==> config.mk <==
export PLATFORM = sky130hd
export DESIGN_NAME = mem_port_arbiter
export DESIGN_NICKNAME = d
export VERILOG_FILES = /design/src/rtl/mem_port_arbiter.sv
export SDC_FILE = /design/constraint.sdc
export NUM_CORES = 1
export LEC_CHECK = 0
export CAP_MARGIN = 15
export CELL_PAD_IN_SITES_DETAIL_PLACEMENT = 1
export CELL_PAD_IN_SITES_GLOBAL_PLACEMENT = 1
export CORE_MARGIN = 3
export CORE_UTILIZATION = 49
export CTS_CLUSTER_SIZE = 20
export DETAILED_ROUTE_END_ITERATION = 6
export DONT_BUFFER_PORTS = 1
export MAX_ROUTING_LAYER = met4
export PLACE_DENSITY = 0.85
export SLEW_MARGIN = 20
export SYNTH_ARGS = -nofsm -noshare
export SYNTH_HDL_FRONTEND = slang
export SYNTH_SLANG_ARGS = --single-unit
==> constraint.sdc <==
create_clock -name clock -period 3.61 [get_ports clock]
set_input_delay 0.722 -clock clock [delete_from_list [all_inputs] [get_ports clock]]
set_output_delay 0.722 -clock clock [all_outputs]
set_load 0.01 [all_outputs]
==> src/rtl/mem_port_arbiter.sv <==
// mem_port_arbiter: round-robin sharing of one single-port word memory between the CPU and loader ports
module mem_port_arbiter #(
    parameter int ADDR_W = 7,
    parameter int DATA_W = 16
) (
    input  logic              clock,
    input  logic              reset_n,
    input  logic              c_req,
    input  logic              c_we,
    input  logic [ADDR_W-1:0] c_addr,
    input  logic [DATA_W-1:0] c_wdata,
    output logic              c_gnt,
    output logic              c_rvalid,
    output logic [DATA_W-1:0] c_rdata,
    input  logic              l_req,
    input  logic              l_we,
    input  logic [ADDR_W-1:0] l_addr,
    input  logic [DATA_W-1:0] l_wdata,
    output logic              l_gnt,
    output logic              l_rvalid,
    output logic [DATA_W-1:0] l_rdata,
    output logic              mem_en,
    output logic              mem_we,
    output logic [ADDR_W-1:0] mem_addr,
    output logic [DATA_W-1:0] mem_wdata,
    input  logic [DATA_W-1:0] mem_rdata,
    output logic              busy
);
    typedef enum logic [1:0] {IDLE, ACCESS, RESP} state_t;
    state_t              state, state_nx;
    logic                owner_q;
    logic                we_q;
    logic [ADDR_W-1:0]   addr_q;
    logic [DATA_W-1:0]   wdata_q;
    logic                prio_l_q;
    logic [DATA_W-1:0]   c_rdata_q;
    logic [DATA_W-1:0]   l_rdata_q;
    logic                arb;
    logic                sel_l;
    assign arb   = (state != ACCESS) & (c_req | l_req);
    assign sel_l = l_req & (~c_req | prio_l_q);
    // state register
    always_ff @(posedge clock) begin
        if (!reset_n) state <= IDLE;
        else          state <= state_nx;
    end
    // every access is one ACCESS cycle then one RESP cycle, which may chain straight into the next ACCESS
    always_comb begin
        state_nx = (state == ACCESS) ? RESP : (arb ? ACCESS : IDLE);
    end
    // command latch, round-robin pointer and per-port read data hold registers
    always_ff @(posedge clock) begin
        if (!reset_n) begin
            owner_q   <= 1'b0;
            we_q      <= 1'b0;
            addr_q    <= '0;
            wdata_q   <= '0;
            prio_l_q  <= 1'b0;
            c_rdata_q <= '0;
            l_rdata_q <= '0;
        end else begin
            if (arb) begin
                owner_q <= sel_l;
                we_q    <= sel_l ? l_we : c_we;
                addr_q  <= sel_l ? l_addr : c_addr;
                wdata_q <= sel_l ? l_wdata : c_wdata;
            end
            if (state == ACCESS) prio_l_q <= ~owner_q;
            if (c_rvalid) c_rdata_q <= mem_rdata;
            if (l_rvalid) l_rdata_q <= mem_rdata;
        end
    end
    // memory strobe, grants and read responses decoded from state and the latched command
    always_comb begin
        mem_en    = state == ACCESS;
        mem_we    = mem_en & we_q;
        mem_addr  = mem_en ? addr_q : '0;
        mem_wdata = mem_en ? wdata_q : '0;
        c_gnt     = mem_en & ~owner_q;
        l_gnt     = mem_en & owner_q;
        c_rvalid  = (state == RESP) & ~we_q & ~owner_q;
        l_rvalid  = (state == RESP) & ~we_q & owner_q;
        c_rdata   = c_rvalid ? mem_rdata : c_rdata_q;
        l_rdata   = l_rvalid ? mem_rdata : l_rdata_q;
        busy      = state != IDLE;
    end
endmodule

After elaboration in Yosys (flattened, before gate mapping) --
Cells that the tools add are included.
Operators by class: mux-type cells 9, reductions and logical operators 2, equal/unequal tests 3, bitwise logic cells 14
Operator list (count):
- two-way mux 16 bit | 4
- two-way mux 7 bit | 2
- AND 1 bit | 8
- inverter 1 bit | 4
- == test 2 x 1 -> 1 bit, second input constant | 1
- == test 2 bit, second input constant | 1
- two-way mux 1 bit | 2
- two-way mux 2 bit | 1
- != test 2 x 1 -> 1 bit, second input constant | 1
- bitwise OR 1 bit | 2
- nonzero test 2 bit | 1
- OR reduction 2 bit | 1
Word-level totals: bits in registers 60, logic and storage cells 37, output and inout bits 62, input port bits 68

Logic depth before layout (Yosys ltp) --
Gate-level depths: netlist of run 1.
word-level depth 4, gate-level depth with buffers 5, gate-level depth less buffers 4

Worst setup path after synthesis of run 1 --
No wires, ideal clock.
path type reg-to-output, from reg we_q, to out c_rdata[0], cell stages (with the launch flop) 4, path slack 1.514 ns, data arrival time 1.374 ns, path buffers 1, cell sequence dfxtp_1 nor4b_4 buf_6 mux2_4
Between the ends: word-level cells in the longest chain between the ends 4
RTL lines:
- start: declaration | RTL line 32 | logic we_q;
- start signal: assignment | RTL line 64 | we_q <= sel_l ? l_we : c_we;
- inverter 1 bit | RTL line 81 | c_rvalid = (state == RESP) & ~we_q & ~owner_q;
- AND 1 bit (2 in series) | RTL line 81
- named net c_rvalid | RTL line 13 | output logic c_rvalid,
- two-way mux 16 bit
- end: declaration | RTL line 14 | output logic [DATA_W-1:0] c_rdata,
The timed path passes the listed nets, and every way through them passes these cells.

Final worst setup path of run 1 --
from reg we_q, to out c_rdata[3]
Between the ends: word-level cells in the longest chain between the ends 4
RTL lines (RTL line):
- inverter 1 bit | 81
- AND 1 bit (2 in series) | 81
- two-way mux 16 bit
No other way between the ends.

==> flow_summary_export.csv, run 1 <==
group,metric,value,unit
cells_and_area,num-nets-final,346,
clocking,clock_latency,0.33,ns
clocking,path_clk_slew,0.07,ns
placement,place_area,2960,um^2
detailed_routing,drt_wl_total,7.23,mm
setup_path,start_kind,"register",
yosys,synth_fa_ha_area_share,0,%
global_routing,grt_max_degree,59,
global_routing,antenna_found_initial,1,
power,vdd_drop_max,254,uV
global_routing,grt_pass1_vias,2232,
detailed_routing,viasPerCell,5.97,
timing,setup_viol,0,
yosys,synth_compound_area_share,21.2,%
cells_and_area,layout_commonest_cell,"dfxtp_1",
floorplanning,fp.dieH,83.3,um
cells_and_area,mostFrequentLayoutCells,"60 x dfxtp_1, 57 x and2_1",
cells_and_area,drive_above_1_share,19.8,%
clocking,cts_max_level,3,
setup_path,cp_max_fo,10,
detailed_routing,vias,2126,
yosys,synth-simple-area-share,19.9,%
floorplanning,die_area,6930,um^2
floorplanning,row_count,27,
cells_and_area,syn_to_final_growth,8.81,%
timing,clock_skew,0.00487,ns
timing,finalCritPeriodShare,75.8,%
clocking,clockBufferDepth,2,
setup_path,cp.required,2.89,ns
timing,rsz0062_at_grt,"false",
timing,whs,0.517,ns
floorplanning,core_area,5640,um^2
placement,hpwl,4.81,mm
setup_path,worstSetupPathType,"register to output pin",
timing,drv_slew,0,
yosys,syn_area_per_cell,10.1,um^2
yosys,syn-num-nets,358,
floorplanning,io_pins,130,
timing,relSlewSlack,27.2,%
detailed_routing,antenna_left,0,
yosys,syn_area,2920,um^2
setup_path,cp.arrival,2.01,ns
clocking,root_buffer,"clkbuf_8",
yosys,synth_top_family_by_area,"compound AO/OA/AOI/OAI gates",
global_routing,grt_pass1_wl,11.7,mm
worst_hold_path,hold_class,"input pin to register",
power,leakage,1.40,nW
placement,gp_congestion,0.750,
clocking,postCtsResizedCells,0,
yosys,seq_area_frac_synth,41.1,%
yosys,yosys-mux-area-fraction,13.5,%
clocking,cts_tree,"done",
cells_and_area,fin_cells,356,
yosys,synthDistinctLibCells,23,
global_routing,grt_usage,21.6,%
yosys,synth_seq_cells,60,
floorplanning,dieWidth,83.3,um
timing,hold_viol,0,
timing,tightest_slew,1.09,ns
placement,placed_cells_incl_taps,339,
detailed_routing,drtIter0Drc,65,
job,cap_violations,0,
placement,portBuffers,0,
floorplanning,initial_core_util,51.8,%
clocking,numCtsBuffers,9,
global_routing,grt_overflow,0,
yosys,yosysWarnings,0,
detailed_routing,first_pass_iters,4,
run_status,status,"completed",
cells_and_area,final_area,3180,um^2
power,power_density,493,nW/um^2
yosys,syn_inst,290,
clocking,clock_sinks,60,
timing,fmax,0.365,GHz
yosys,synth_xor_area_share,0,%
timing,finalCriticalPeriod,2.74,ns
clocking,postCtsSetupBuffers,0,
timing,fin_setup_tns,0,ns
setup_path,cp-end-kind,"output pin",
detailed_routing,wl_per_cell,20.3,um
detailed_routing,drc,0,
clocking,postCtsHoldBufs,0,
registers in the layout (all words and copies together), names as in the netlist:
signal / cells
owner_q: 1
prio_l_q: 1
state: 2
l_rdata_q: 16
c_rdata_q: 16
wdata_q: 16
we_q: 1
addr_q: 7
path summary, 6_finish.rpt:
kind,start,to,slack [ns],cells past startpoint
max,we_q,c_rdata[3],0.87,3
min,reset_n,c_rdata_q[10],0.52,1
max reg2reg,we_q,c_rdata_q[3],1.64,4
min reg2reg,prio_l_q,prio_l_q,0.53,2
where the power goes:
| part | switching, mW | internal [mW] |
|---|---|---|
| Clock | 0.267 | 0.388 |
| Sequential | 0.0187 | 0.701 |
| Combinational | 0.103 | 0.0914 |
cell usage after synthesis, drive strengths merged:
master  count  share of area, %
dfxtp      60                41
and2       57                12
mux2       32                13
clkbuf     25               3.2
a21boi     24               6.2
and3       24               5.1
o21bai     24               6.2
o311a      24               8.2
nor2        5              0.64
buf         3              0.81
o21ai       3              0.51
inv         2              0.26
nand2b      2              0.43
a21oi       1              0.17
nand3       1              0.17
nor4b       1              0.81
nor4bb      1              0.34
or2         1              0.21
cell families (layout without fill, tap and decap cells):
family                 Yosys count  after routing
AND/OR/NAND/NOR                 92             92
AO/OA/AOI/OAI                   76             76
flip-flops                      60             60
multiplexers                    32             32
buffers and inverters           30             23
other                            0              1
metal layers:
metal | wire [um] | vias up | global-route usage, %
met3 | 578 | 9 | 7.04
met1 | 3120 | 1009 | 25.5
met4 | 110 | 0 | 8.02
li1 | - | 1012 | -
met5 | 0 | - | -
met2 | 3420 | 96 | 34.3
stage by stage:
step	total power, mW	setup WS [ns]	utilization, %
floorplan	0.901	1.51	-
global placement	0.918	1.22	52.4
detailed placement	0.929	1.21	52.4
CTS	1.59	0.828	56.2
global route	1.64	0.746	56.4
finish	1.57	0.873	56.4
layout make-up:
| cell class | instances | area, um^2 |
|---|---|---|
| Clock buffer | 10 | 128 |
| Inverter | 2 | 7.51 |
| Antenna cell | 1 | 2.50 |
| Clock inverter | 6 | 88.8 |
| Fill cell | 624 | 2460 |
| Timing Repair Buffer | 5 | 37.5 |
| Multi-Input combinational cell | 200 | 1630 |
| Tap cell | 72 | 90.1 |
| Sequential cell | 60 | 1200 |
critical path, stage by stage, from the launching register on:
cell	delay [ns]
dfxtp_1	0.37
nor4b_4	0.60
buf_4	0.35
mux2_4	0.36
Power figures use the tool's default switching activity.
==> inputs of run 2 (changes only) <==
--- a/config.mk
+++ b/config.mk
@@ -9,12 +9,12 @@
 export CELL_PAD_IN_SITES_DETAIL_PLACEMENT = 1
 export CELL_PAD_IN_SITES_GLOBAL_PLACEMENT = 1
 export CORE_MARGIN = 3
-export CORE_UTILIZATION = 49
+export CORE_UTILIZATION = 41
 export CTS_CLUSTER_SIZE = 20
 export DETAILED_ROUTE_END_ITERATION = 6
 export DONT_BUFFER_PORTS = 1
 export MAX_ROUTING_LAYER = met4
-export PLACE_DENSITY = 0.85
+export PLACE_DENSITY = 0.76
 export SLEW_MARGIN = 20
 export SYNTH_ARGS = -nofsm -noshare
 export SYNTH_HDL_FRONTEND = slang
==> constraint.sdc (replaced) <==
create_clock -name clock -period 2.4 [get_ports clock]
set_input_delay 0.48 -clock clock [delete_from_list [all_inputs] [get_ports clock]]
set_output_delay 0.48 -clock clock [all_outputs]
set_load 0.01 [all_outputs]
==> run 2 against run 1 <==
Core utilization down 9.5 points. Clock power grew 25%. Via count rose by 3.6%. Sequential power up 50%. Setup slack got worse by 0.70 ns. Non-clock buffer count is 3 higher. Sequential cell count unchanged. Global-route usage is 3.4 points lower. Critical path type unchanged. Critical endpoint is now l_rdata[3]. Largest power group unchanged.
==> flow_summary_export.csv, run 2 (synthesized netlist as in run 1, its figures left out) <==
group,metric,value,unit
floorplanning,io_pins,130,
floorplanning,initial_core_util,42.6,%
worst_hold_path,hold_path_startpoint,"reset_n",
setup_path,start_kind,"register",
detailed_routing,wl_per_cell,18.8,um
power,seqPwrFrac,49.0,%
power,power_density,685,nW/um^2
setup_path,reg2reg_to,"l_rdata_q[14]",
timing,finalCriticalPeriod,2.23,ns
floorplanning,core_area,6870,um^2
timing,hold_viol,0,
global_routing,grt_max_degree,59,
floorplanning,die_area,8180,um^2
cells_and_area,num-nets-final,349,
detailed_routing,first_pass_iters,6,
setup_path,cp-end-kind,"output pin",
placement,hpwl,4.96,mm
placement,portBuffers,0,
clocking,postCtsSetupBuffers,0,
job,cap_violations,0,
floorplanning,dieWidth,90.5,um
timing,setup_slack,0.173,ns
placement,gp_congestion,0.756,
cells_and_area,mostFrequentLayoutCells,"60 x dfxtp_1, 57 x and2_1",
setup_path,ff2ff_path_depth,4,
timing,clock_skew,0.00581,ns
detailed_routing,viasPerCell,5.76,
power,pwr-share-comb,13.8,%
timing,relSlewSlack,57.7,%
power,intPower,1.63,mW
floorplanning,row_count,30,
worst_hold_path,min_path_cells,1,
cells_and_area,drive_above_1_share,21.1,%
global_routing,grt_pass1_vias,2279,
timing,fin_setup_tns,0,ns
clocking,cts_max_level,3,
timing,tightest_slew,0.635,ns
setup_path,worstSetupPathType,"register to output pin",
setup_path,cp.required,1.92,ns
detailed_routing,drtIter0Drc,59,
setup_path,reg2reg_from,"state[1]",
setup_path,regToRegSetupSlack,0.70,ns
power,swShare,26.4,%
placement,dp_slack,0.492,ns
setup_path,path_cells,"nor4bb_4 > buf_4 > mux2_2",
cells_and_area,syn_to_final_growth,10.3,%
clocking,clock_latency,0.33,ns
setup_path,critPathMaxStageDelay,0.42,ns
clocking,path_clk_slew,0.07,ns
global_routing,antenna_found_initial,1,
global_routing,grt_pass1_wl,11.7,mm
cells_and_area,utilization,46.9,%
detailed_routing,drc,0,
floorplanning,fp.dieH,90.5,um
clocking,clockBufferDepth,2,
timing,fmax,0.449,GHz
detailed_routing,antenna_left,0,
global_routing,grt_overflow,0,
clocking,root_buffer,"clkbuf_8",
timing,finalCritPeriodShare,92.8,%
power,leakage,1.41,nW
worst_hold_path,min_to,"l_rdata_q[6]",
global_routing,grt_usage,18.2,%
worst_hold_path,hold_class,"input pin to register",
power,switchingPower,0.582,mW
cells_and_area,reg_top3,"c_rdata_q: 16 flops, l_rdata_q: 16 flops, wdata_q: 16 flops",
detailed_routing,vias,2202,
timing,rsz0062_at_grt,"false",
clocking,cts_tree,"done",
cells_and_area,layout_commonest_cell,"dfxtp_1",
setup_path,cp.arrival,1.75,ns
timing,drv_slew,0,
detailed_routing,drt_wl_total,7.18,mm
setup_path,slowest_stage,"mux2_2",
power,clockPowerShare,37.1,%
clocking,numCtsBuffers,9,
power,vdd_drop_max,262,uV
run_status,status,"completed",
setup_path,crit_family,"multiplexers",
setup_path,cp_max_fo,17,
timing,setup_viol,0,
clocking,clock_sinks,60,
setup_path,critPathBufInv,1,
## run 2: worst max-delay path by stage
stage               slack [ns]          end      from  cells past startpoint
finish                    0.17   l_rdata[3]  state[1]                      3
global route              0.07   l_rdata[3]   owner_q                      3
CTS                       0.13  l_rdata[15]  state[1]                      3
detailed placement        0.49  l_rdata[15]   owner_q                      3
global placement          0.54   c_rdata[8]      we_q                      3
floorplan                 0.55   c_rdata[0]      we_q                      3
## run 2: timing repair
action	4_1_cts	5_1_grt
resized for setup	0	1
endpoints found under the setup margin	0	1
hold buffers	0	0
## run 2: power groups by stage
stage / combinational [mW] / clock [mW] / sequential (mW)
global placement: 0.303 / 0 / 1.10
CTS: 0.311 / 0.849 / 1.08
finish: 0.306 / 0.820 / 1.08
detailed placement: 0.310 / 0 / 1.11
floorplan: 0.260 / 0 / 1.09
global route: 0.340 / 0.897 / 1.09
## run 2: routing by layer
metal	routed length, um	global-route usage (%)
met1	3180	21.8
met2	3280	28.2
met3	577	6.33
met4	150	7.14
met5	0	-
## run 2: layout make-up
class | instances | area [um^2]
Antenna cell | 1 | 2.50
Clock buffer | 11 | 151
Clock inverter | 4 | 25.0
Fill cell | 760 | 3640
Inverter | 2 | 7.51
Multi-Input combinational cell | 200 | 1620
Sequential cell | 60 | 1200
Tap cell | 96 | 120
Timing Repair Buffer | 8 | 97.6
## run 2: through the flow
step	hold slack [ns]	total power, mW	instances	area [um^2]
global placement	0.497	1.41	366	3050
finish	0.274	2.21	382	3220
CTS	0.258	2.24	381	3220
global route	0.250	2.33	382	3220
floorplan	0.469	1.35	290	2920
detailed placement	0.509	1.42	366	3050
==> edit: new RTL, settings of run 2 <==
Re-encode `state_t` (3 states) as one-hot, 3 bits wide.
--- a/src/rtl/mem_port_arbiter.sv
+++ b/src/rtl/mem_port_arbiter.sv
@@ -28,3 +28,3 @@
 );
-    typedef enum logic [1:0] {IDLE, ACCESS, RESP} state_t;
+    typedef enum logic [2:0] {IDLE = 3'b001, ACCESS = 3'b010, RESP = 3'b100} state_t;
     state_t              state, state_nx;
Behaviour: same outputs for any inputs over 10 cycles, from zero or initial values and one cycle with reset_n low; not proved beyond that.
==> edit against run 2 <==
Hold slack lost 23 ps; wire length grew 7.1%; total power shrank 3.3%; combinational power shrank 38%; synthesized area grew 5.3%; critical path depth is the same; clock power grew 3.2%; sequential cell count grew 1; clock skew shrank 1.3 ps; worst setup slack lost 43 ps; fmax shrank 1.9%; final area grew 1.3%; critical path type unchanged; largest power group unchanged; highest routed layer unchanged.
==> edit: results (changes against run 2) <==
metric,value,unit,change
status,"complete, no violations",,
dp_hpwl,5160,µm,+4.0%
crit_start,state[1],,
finalNonFillerCells,407,,+6.5%
r2r_end,wdata_q[3],,
first_iter_violations,75,,+27%
yosys-top-cells-area,"dfxtp_1 40%, mux2_2 11%, mux2i_1 10%, nand2_1 8.9%, o32ai_1 6.8%",,
grt_pass1_wl,12100,µm,+3.2%
met1Wirelength,3170,µm,-0.19%
drt_pre_antenna_iters,4,,-2
grt_pass1_vias,2345,,+2.9%
io_buffers,0,,unchanged
grt_max_degree,78,,+32%
ys_seq_area_share,39.7,%,-1.4 points
crit_arrival,1790,ps,+40 ps
placed_cell_area,3050,µm²,+0.16%
r2r_cells,4,,unchanged
irDropWorstVdd,0.378,mV,+44%
dp_slack,415,ps,-77.2 ps
multi_input_area,1640,µm²,+1.2%
finalCritPeriodShare,94.6,%,+1.8 points
wl_met3,514,µm,-11%
cts_resized,0,,unchanged
crit_path_end,l_gnt,,
clk_pin_slew,60,ps,
min_path_type,in2reg,,
dr_wl_met2,3900,µm,+19%
cp_max_fo,30,,+13
syn-instance-count,322,,+11%
place_congestion,0.705,,-6.8%
viasPerCell,5.61,,-2.7%
gr-usage-met3,7.15,%,+0.82 points
highest-signal-layer,met4,,
synth_cell_types,29,,+26%
fillers,814,,+7.1%
cts.path.max_buffers,2,,unchanged
root_buffer,clkbuf_8,,
wl_per_cell,18.9,µm,+0.48%
grt_util_all_layers,18.3,%,+0.065 points
worst_pin_slew,747,ps,+112 ps
met1_usage,21.1,%,-0.63 points
fin_worst_skew,4.54,ps,-1.27 ps
antenna_found_initial,0,,-1
yosys-top-cells-count,"73 x nand2_1, 61 x dfxtp_1, 32 x mux2i_1, 29 x mux2_2, 26 x and2_1",,
power_leakage,1.39,nW,-1.7%
drc_errors,0,,unchanged
dp_cells,391,,+6.8%
grt_util_met2,29.1,%,+0.93 points
drive_gt1_share,17.7,%,-3.4 points
async_reset_ff_share,0,%,unchanged
antenna_cells,0,,-1
final_nets,376,,+7.7%
-- edit: critical path, cell delays in order, from the launching register on --
cell and delay (ps):
dfxtp_1 390, or3b_1 400, inv_2 390, and2_1 280
-- edit: logic make-up (layout without fill, tap and decap cells) --
| kind of cell | after synthesis | count (layout) | share of synthesized area (%) |
|---|---|---|---|
| buffers and inverters | 35 | 24 | 7.23 |
| and+or+nand+nor | 108 | 108 | 16.4 |
| AOI/OAI and AO/OA | 54 | 54 | 14.6 |
| muxes | 64 | 64 | 22.1 |
| DFF | 61 | 61 | 39.7 |
-- edit: worst min-delay path by stage --
| stage | start | endpoint | slack (ps) | cells after the start |
|---|---|---|---|---|
| floorplan | c_rdata_q[0] | c_rdata_q[0] | 430 | 2 |
| global placement | c_rdata_q[12] | c_rdata_q[12] | 440 | 2 |
| detailed placement | wdata_q[12] | wdata_q[12] | 450 | 2 |
| CTS | reset_n | state[0] | 210 | 1 |
| global route | reset_n | state[0] | 210 | 1 |
| finish | l_req | state[0] | 250 | 1 |
-- edit: power by group --
group	total (mW)	internal (mW)	switching, mW
sequential	1.10	1.07	0.0302
clock	0.846	0.475	0.372
combinational	0.189	0.0772	0.112
total	2.14	1.62	0.514
-- edit: timing repair --
action,CTS,global route
buffers inserted,0,1
setup endpoints to repair,0,16
endpoints found under the hold margin,0,0
hold buffers,0,0
-- edit: final cells by class --
| type | count | share of cell area [%] |
|---|---|---|
| multi-input combinational | 226 | 50.2 |
| tap | 96 | 3.68 |
| inverter | 4 | 0.460 |
| timing repair buffer | 6 | 2.68 |
| clock inverter | 1 | 0.153 |
| sequential | 61 | 37.4 |
| clock buffer | 13 | 5.48 |
